$ cat src/rtl/alu_rs_pkg.sv
// alu_rs_pkg: shared widths, ALU op encodings and the reservation-station entry layout
package alu_rs_pkg;
    localparam int RS_DATA_W = 64;
    localparam int RS_TAG_W = 4;
    localparam logic [2:0] ADD = 3'd0;
    localparam logic [2:0] SLL = 3'd1;
    localparam logic [2:0] SLT = 3'd2;
    localparam logic [2:0] SLTU = 3'd3;
    localparam logic [2:0] XOR = 3'd4;
    localparam logic [2:0] SR = 3'd5;
    localparam logic [2:0] OR = 3'd6;
    localparam logic [2:0] AND = 3'd7;
    localparam logic [6:0] F7_BASE = 7'h00;
    localparam logic [6:0] F7_ALT = 7'h20;
    typedef struct packed {
        logic valid;
        logic [2:0] funct3;
        logic [6:0] funct7;
        logic uses_imm;
        logic [RS_TAG_W-1:0] dest_tag;
        logic [RS_DATA_W-1:0] lhs;
        logic lhs_rdy;
        logic [RS_TAG_W-1:0] lhs_tag;
        logic [RS_DATA_W-1:0] rhs;
        logic rhs_rdy;
        logic [RS_TAG_W-1:0] rhs_tag;
    } rs_entry_t;
endpackage

$ cat src/rtl/alu_rs_entry.sv
// alu_rs_entry: one reservation-station slot with CDB capture; RS_CDB_WAKEUP_BYPASS_EN enables same-cycle wakeup
module alu_rs_entry
    import alu_rs_pkg::*;
(
    input  logic clk,
    input  logic rst,
    input  logic clear,
    input  logic wr,
    input  logic [$bits(rs_entry_t)-1:0] wr_data,
    input  logic issue,
    input  logic cdb_valid,
    input  logic [RS_TAG_W-1:0] cdb_tag,
    input  logic [RS_DATA_W-1:0] cdb_data,
    output logic valid,
    output logic ready,
    output logic [2:0] funct3,
    output logic [6:0] funct7,
    output logic uses_imm,
    output logic [RS_TAG_W-1:0] dest_tag,
    output logic [RS_DATA_W-1:0] lhs,
    output logic [RS_DATA_W-1:0] rhs
);
    rs_entry_t e, in, nxt;
    logic in_rhs_rdy, in_lhs_hit, in_rhs_hit, lhs_hit, rhs_hit;
    assign in = rs_entry_t'(wr_data);
    assign in_rhs_rdy = in.rhs_rdy | in.uses_imm;
    assign in_lhs_hit = cdb_valid & ~in.lhs_rdy & (cdb_tag == in.lhs_tag);
    assign in_rhs_hit = cdb_valid & ~in_rhs_rdy & (cdb_tag == in.rhs_tag);
    assign lhs_hit = e.valid & ~e.lhs_rdy & cdb_valid & (cdb_tag == e.lhs_tag);
    assign rhs_hit = e.valid & ~e.rhs_rdy & cdb_valid & (cdb_tag == e.rhs_tag);
    always_comb begin
        nxt = in;
        nxt.valid = 1'b1;
        nxt.lhs_rdy = in.lhs_rdy | in_lhs_hit;
        nxt.rhs_rdy = in_rhs_rdy | in_rhs_hit;
        nxt.lhs = in_lhs_hit ? cdb_data : in.lhs;
        nxt.rhs = in_rhs_hit ? cdb_data : in.rhs;
    end
    // a slot is only written while free and only issued while valid, so wr and issue never coincide
    always_ff @(posedge clk) begin
        if (rst || clear) e <= '0;
        else if (wr) e <= nxt;
        else if (issue) e.valid <= 1'b0;
        else begin
            if (lhs_hit) begin
                e.lhs <= cdb_data;
                e.lhs_rdy <= 1'b1;
            end
            if (rhs_hit) begin
                e.rhs <= cdb_data;
                e.rhs_rdy <= 1'b1;
            end
        end
    end
`ifdef RS_CDB_WAKEUP_BYPASS_EN
    assign ready = e.valid & (e.lhs_rdy | lhs_hit) & (e.rhs_rdy | rhs_hit);
    assign lhs = lhs_hit ? cdb_data : e.lhs;
    assign rhs = rhs_hit ? cdb_data : e.rhs;
`else
    assign ready = e.valid & e.lhs_rdy & e.rhs_rdy;
    assign lhs = e.lhs;
    assign rhs = e.rhs;
`endif
    assign valid = e.valid;
    assign funct3 = e.funct3;
    assign funct7 = e.funct7;
    assign uses_imm = e.uses_imm;
    assign dest_tag = e.dest_tag;
endmodule

$ cat src/rtl/alu_reservation_station.sv
// alu_reservation_station: DEPTH-entry ALU issue buffer with CDB operand capture; RS_CDB_WAKEUP_BYPASS_EN enables 0-cycle wakeup
module alu_reservation_station
    import alu_rs_pkg::*;
#(
    parameter int DATA_WIDTH = 64,
    parameter int DEPTH = 4,
    parameter int TAG_WIDTH = 4
) (
    input  logic clk,
    input  logic rst,
    input  logic flush,
    input  logic in_valid,
    output logic in_ready,
    input  logic [2:0] in_funct3,
    input  logic [6:0] in_funct7,
    input  logic in_uses_imm,
    input  logic [DATA_WIDTH-1:0] in_lhs,
    input  logic [DATA_WIDTH-1:0] in_rhs,
    input  logic in_lhs_rdy,
    input  logic in_rhs_rdy,
    input  logic [TAG_WIDTH-1:0] in_lhs_tag,
    input  logic [TAG_WIDTH-1:0] in_rhs_tag,
    input  logic [TAG_WIDTH-1:0] in_dest_tag,
    input  logic cdb_valid,
    input  logic [TAG_WIDTH-1:0] cdb_tag,
    input  logic [DATA_WIDTH-1:0] cdb_data,
    output logic out_valid,
    input  logic out_ready,
    output logic [DATA_WIDTH-1:0] out_lhs,
    output logic [DATA_WIDTH-1:0] out_rhs,
    output logic [2:0] out_funct3,
    output logic [6:0] out_funct7,
    output logic out_uses_imm,
    output logic [TAG_WIDTH-1:0] out_dest_tag,
    output logic [$clog2(DEPTH):0] count
);
    localparam int IW = $clog2(DEPTH);
    localparam int CW = IW + 1;
    rs_entry_t din;
    logic [DEPTH-1:0] valid, ready;
    logic [DEPTH-1:0][2:0] f3;
    logic [DEPTH-1:0][6:0] f7;
    logic [DEPTH-1:0] imm;
    logic [DEPTH-1:0][TAG_WIDTH-1:0] dest;
    logic [DEPTH-1:0][DATA_WIDTH-1:0] lhs, rhs;
    logic [IW-1:0] alloc, sel;
    logic dispatch, issue;
    always_comb begin
        din = '0;
        din.valid = 1'b1;
        din.funct3 = in_funct3;
        din.funct7 = in_funct7;
        din.uses_imm = in_uses_imm;
        din.dest_tag = in_dest_tag;
        din.lhs = in_lhs;
        din.lhs_rdy = in_lhs_rdy;
        din.lhs_tag = in_lhs_tag;
        din.rhs = in_rhs;
        din.rhs_rdy = in_rhs_rdy;
        din.rhs_tag = in_rhs_tag;
    end
    // descending scan so the lowest free / lowest ready index wins
    always_comb begin
        alloc = '0;
        sel = '0;
        for (int i = DEPTH - 1; i >= 0; i--) begin
            alloc = valid[i] ? alloc : IW'(i);
            sel = ready[i] ? IW'(i) : sel;
        end
    end
    assign in_ready = ~&valid;
    assign out_valid = |ready;
    assign dispatch = in_valid & in_ready & ~flush;
    assign issue = out_valid & out_ready;
    genvar i;
    generate
        for (i = 0; i < DEPTH; i++) begin : g_entry
            alu_rs_entry u_entry (
                .clk(clk),
                .rst(rst),
                .clear(flush),
                .wr(dispatch && alloc == IW'(i)),
                .wr_data(din),
                .issue(issue && sel == IW'(i)),
                .cdb_valid(cdb_valid),
                .cdb_tag(cdb_tag),
                .cdb_data(cdb_data),
                .valid(valid[i]),
                .ready(ready[i]),
                .funct3(f3[i]),
                .funct7(f7[i]),
                .uses_imm(imm[i]),
                .dest_tag(dest[i]),
                .lhs(lhs[i]),
                .rhs(rhs[i])
            );
        end
    endgenerate
    assign out_lhs = out_valid ? lhs[sel] : '0;
    assign out_rhs = out_valid ? rhs[sel] : '0;
    assign out_funct3 = out_valid ? f3[sel] : '0;
    assign out_funct7 = out_valid ? f7[sel] : '0;
    assign out_uses_imm = out_valid & imm[sel];
    assign out_dest_tag = out_valid ? dest[sel] : '0;
    always_ff @(posedge clk) begin
        if (rst || flush) count <= '0;
        else count <= count + CW'(dispatch) - CW'(issue);
    end
endmodule

$ cat config.mk
export PLATFORM = sky130hd
export DESIGN_NAME = alu_reservation_station
export DESIGN_NICKNAME = d
export VERILOG_FILES = /design/src/rtl/alu_rs_pkg.sv /design/src/rtl/alu_rs_entry.sv /design/src/rtl/alu_reservation_station.sv
export SDC_FILE = /design/constraint.sdc
export NUM_CORES = 2
export LEC_CHECK = 0
export ABC_CLOCK_PERIOD_IN_PS = 2500
export BUFFER_PORTS_ARGS = -buffer_cell sky130_fd_sc_hd__buf_2
export CAP_MARGIN = 20
export CORE_MARGIN = 5
export CORE_UTILIZATION = 54
export DETAILED_ROUTE_END_ITERATION = 8
export HOLD_SLACK_MARGIN = 0.06
export PLACE_DENSITY = 0.77
export SYNTH_ARGS = -nofsm -noshare
export SYNTH_HDL_FRONTEND = slang
export SYNTH_SLANG_ARGS = --single-unit
$ cat constraint.sdc
create_clock -name clk -period 2.5 [get_ports clk]
set_input_delay 0.375 -clock clk [delete_from_list [all_inputs] [get_ports clk]]
set_output_delay 0.375 -clock clk [all_outputs]
set_load 0.05 [all_outputs]
==> impl_metrics.toml <==
[sta]
hold_viol = 0
min_period_ns = 2.87
setup_tns_ns = -39.32
slew_viol_final = 0
setup_viol = 145
fin_ws_ns = -0.367
tightest_slew_ns = 0.635
slew_headroom_pct = 57.6
rsz0062_at_grt = "true"
clock_skew_ns = 0.0239
fin_crit_sh_pct = 115
fmax_mhz = 349

[setup_path]
cp_data_arrival_time_ns = 2.49
cp_max_fo = 6
r2r-end = "count[2]"
critPathKind = "flop to primary output"
r2r_slack_ns = -0.25
crit_required_ns = 2.12
critPathLaunchType = "flop"
timing.critical_path.cells = "and3_4 > nor2_4 > buf_12 > clkbuf_16 > buf_16 > a22o_1 > a22oi_2 > a21oi_2 > buf_6"
worstReg2RegStart = "g_entry[0].u_entry.valid"
endpoint_kind = "primary output"
cp_slowest_stage_delay_ns = 0.38
worst-r2r-cell-count = 14
critPathSlowestCell = "dfxtp_2"

[final_layout]
final_core_util_pct = 70.6
area_delta_synth_final_pct = 30.4
fin_nets = 4430
drive_above_1_share_pct = 33.7
final_common_cell = "nand2_1"
layout_common_cells = "nand2_1 (763), dfxtp_1 (608), a21oi_1 (502)"

[place]
numPortBuffers = 374
post-place-ws_ns = 0.00770
place.gp.congestion = 0.879
dp_hpwl_um = 80000

[die]
die_w_um = 261
placementRows = 92
core_um2 = 62700
boundaryPins = 375
start_util_pct = 54.2
die_h_um = 261
fp.dieArea_um2 = 68100

[detailed_routing]
routed_wl_um = 150000
drt_pass1_iterations = 7
vias = 37300
drc = 0
drt_iter0_markers = 6055
wire_per_inst_um = 29.4
vias_per_cell = 7.31
ant_nets = 0

[synth]
yosysUniqueCellTypes = 60
synth_fp_nets = 4202
synth_top_flop_cell = "dfxtp_1"
synth_area_um2 = 34000
ys_async_sr_fraction_pct = 0
ys_seq_elements = 619
syn-instance-count = 3973
yosysWarnings = 0
ys_seq_area_share_pct = 36.4
synth_area_per_cell_um2 = 8.56
synth_edf_count = 0

[min_path]
hold_depth = 3
hold_end = "g_entry[0].u_entry.rhs[27]"
min_path_type = "input port to flop"
min_from = "in_rhs[27]"

[cts]
cts.htree.levels = 3
clk_latency_ns = 0.63
clockBufferDepth = 3
clockRootBuffer = "clkbuf_16"
cts_sinks = 619
cts_buffers = 70
clk_pin_slew_worst_paths_ns = 0.06
cts_tree = "built"

[global_route]
first_global_vias = 34800
grt-ovfl-total = 0
grt_max_degree = 94
antenna_found_initial = 11
track_usage_pct = 39.4
grt_pass1_wl_um = 212000

[job]
drv_cap = 0

[run_status]
status = "finished with violations"
violations = "negative setup slack"

[power_and_ir_drop]
p_per_area_nw_per_um2 = 508
ir_drop_uv = 451
p_leak_uw = 0.0141
-- worst max path at each step --
stage / from / to / slack (ns) / cells past startpoint
finish: g_entry[2].u_entry.e[4] / out_lhs[34] / -0.37 / 9
global route: g_entry[2].u_entry.e[4] / out_lhs[58] / -0.38 / 10
CTS: g_entry[2].u_entry.e[4] / out_lhs[22] / -0.31 / 10
detailed placement: g_entry[0].u_entry.e[4] / count[2] / 0.008 / 12
global placement: g_entry[0].u_entry.e[4] / out_lhs[22] / 0.05 / 7
floorplan: g_entry[0].u_entry.valid / count[2] / -0.09 / 14
-- cell families (layout without fill, tap and decap cells) --
kind of cell / count (synthesis) / after routing / share of synthesized area, %
compound gates: 1778 / 1779 / 39.8
xor+xnor: 42 / 42 / 1.08
fa+ha+maj: 2 / 2 / 0.0957
buf+inv: 530 / 804 / 7.18
flops: 619 / 619 / 36.4
mux: 69 / 69 / 3.85
other cells: 0 / 6 / 0
simple gates: 933 / 933 / 11.6
-- sequential cells by signal, summed over array words and instances (netlist names) --
signal and cells:
g_entry.u_entry.e 40, g_entry.u_entry.dest_tag 16, g_entry.u_entry.uses_imm 4, count 3
g_entry.u_entry.valid 4, g_entry.u_entry.lhs 256, g_entry.u_entry.rhs 256, g_entry.u_entry.funct3 12
g_entry.u_entry.funct7 28
-- layout make-up --
cell class,instances,area (µm²)
Antenna cell,6,15.0
Clock buffer,103,2090
Clock inverter,16,166
Fill cell,4264,18400
Inverter,3,15.0
Multi-Input combinational cell,2825,20800
Sequential cell,619,12400
Tap cell,846,1060
Timing Repair Buffer,682,7720
-- stage by stage --
stage / instances / total power, µW / hold WS (ns) / area (µm²)
after global placement: 4824 / 12000 / 0.441 / 37400
after floorplan: 3973 / 11300 / 0.436 / 34500
after detailed placement: 4824 / 12000 / 0.446 / 37400
after global routing: 5099 / 22900 / 0.103 / 44300
final: 5100 / 22500 / 0.0801 / 44300
after CTS: 5047 / 22300 / 0.0611 / 43100
-- metal layers --
metal | up-vias | share of wire, % | global-route usage, %
li1 | 15400 | - | -
met1 | 17700 | 36 | 51.0
met2 | 3329 | 42 | 58.4
met3 | 817 | 15 | 12.0
met4 | 6 | 6.7 | 22.8
met5 | - | 0.026 | 0
-- critical path, delay by kind of cell, from the launching register on --
kind,cells,cell delay [ns]
buf+inv,4,0.62
flops,1,0.38
compound gates,3,0.56
simple gates,2,0.29
-- synth_stat cells (65+ instances only) --
master    instances  share of area, %
a21oi_1         642               9.5
a22oi_1         206               4.5
dfxtp_1         619                36
clkbuf_1        315               3.5
a22o_1          142               3.7
nand2_1         771               8.5
buf_2           124               1.8
a211oi_1        236               5.2
and3_1          100               1.8
a221oi_1         65               1.7
a311oi_1        106               2.7
a221oi_2        152               6.7
-- power by group --
part	switching (µW)	internal, µW	total [µW]
combinational	1390	653	2040
clock	4400	6080	10500
sequential	58.3	9940	10000
total	5850	16700	22500
-- repair_timing --
| action | CTS | global route |
|---|---|---|
| setup buffers | 41 | 36 |
| gates cloned | 38 | 22 |
| pin swaps | 119 | 65 |
| endpoints found under the setup margin | 144 | 146 |
| endpoints found under the hold margin | 88 | 0 |
| gates resized for setup | 470 | 119 |
| hold buffers | 26 | 0 |
(Power assumes the default switching activity.)
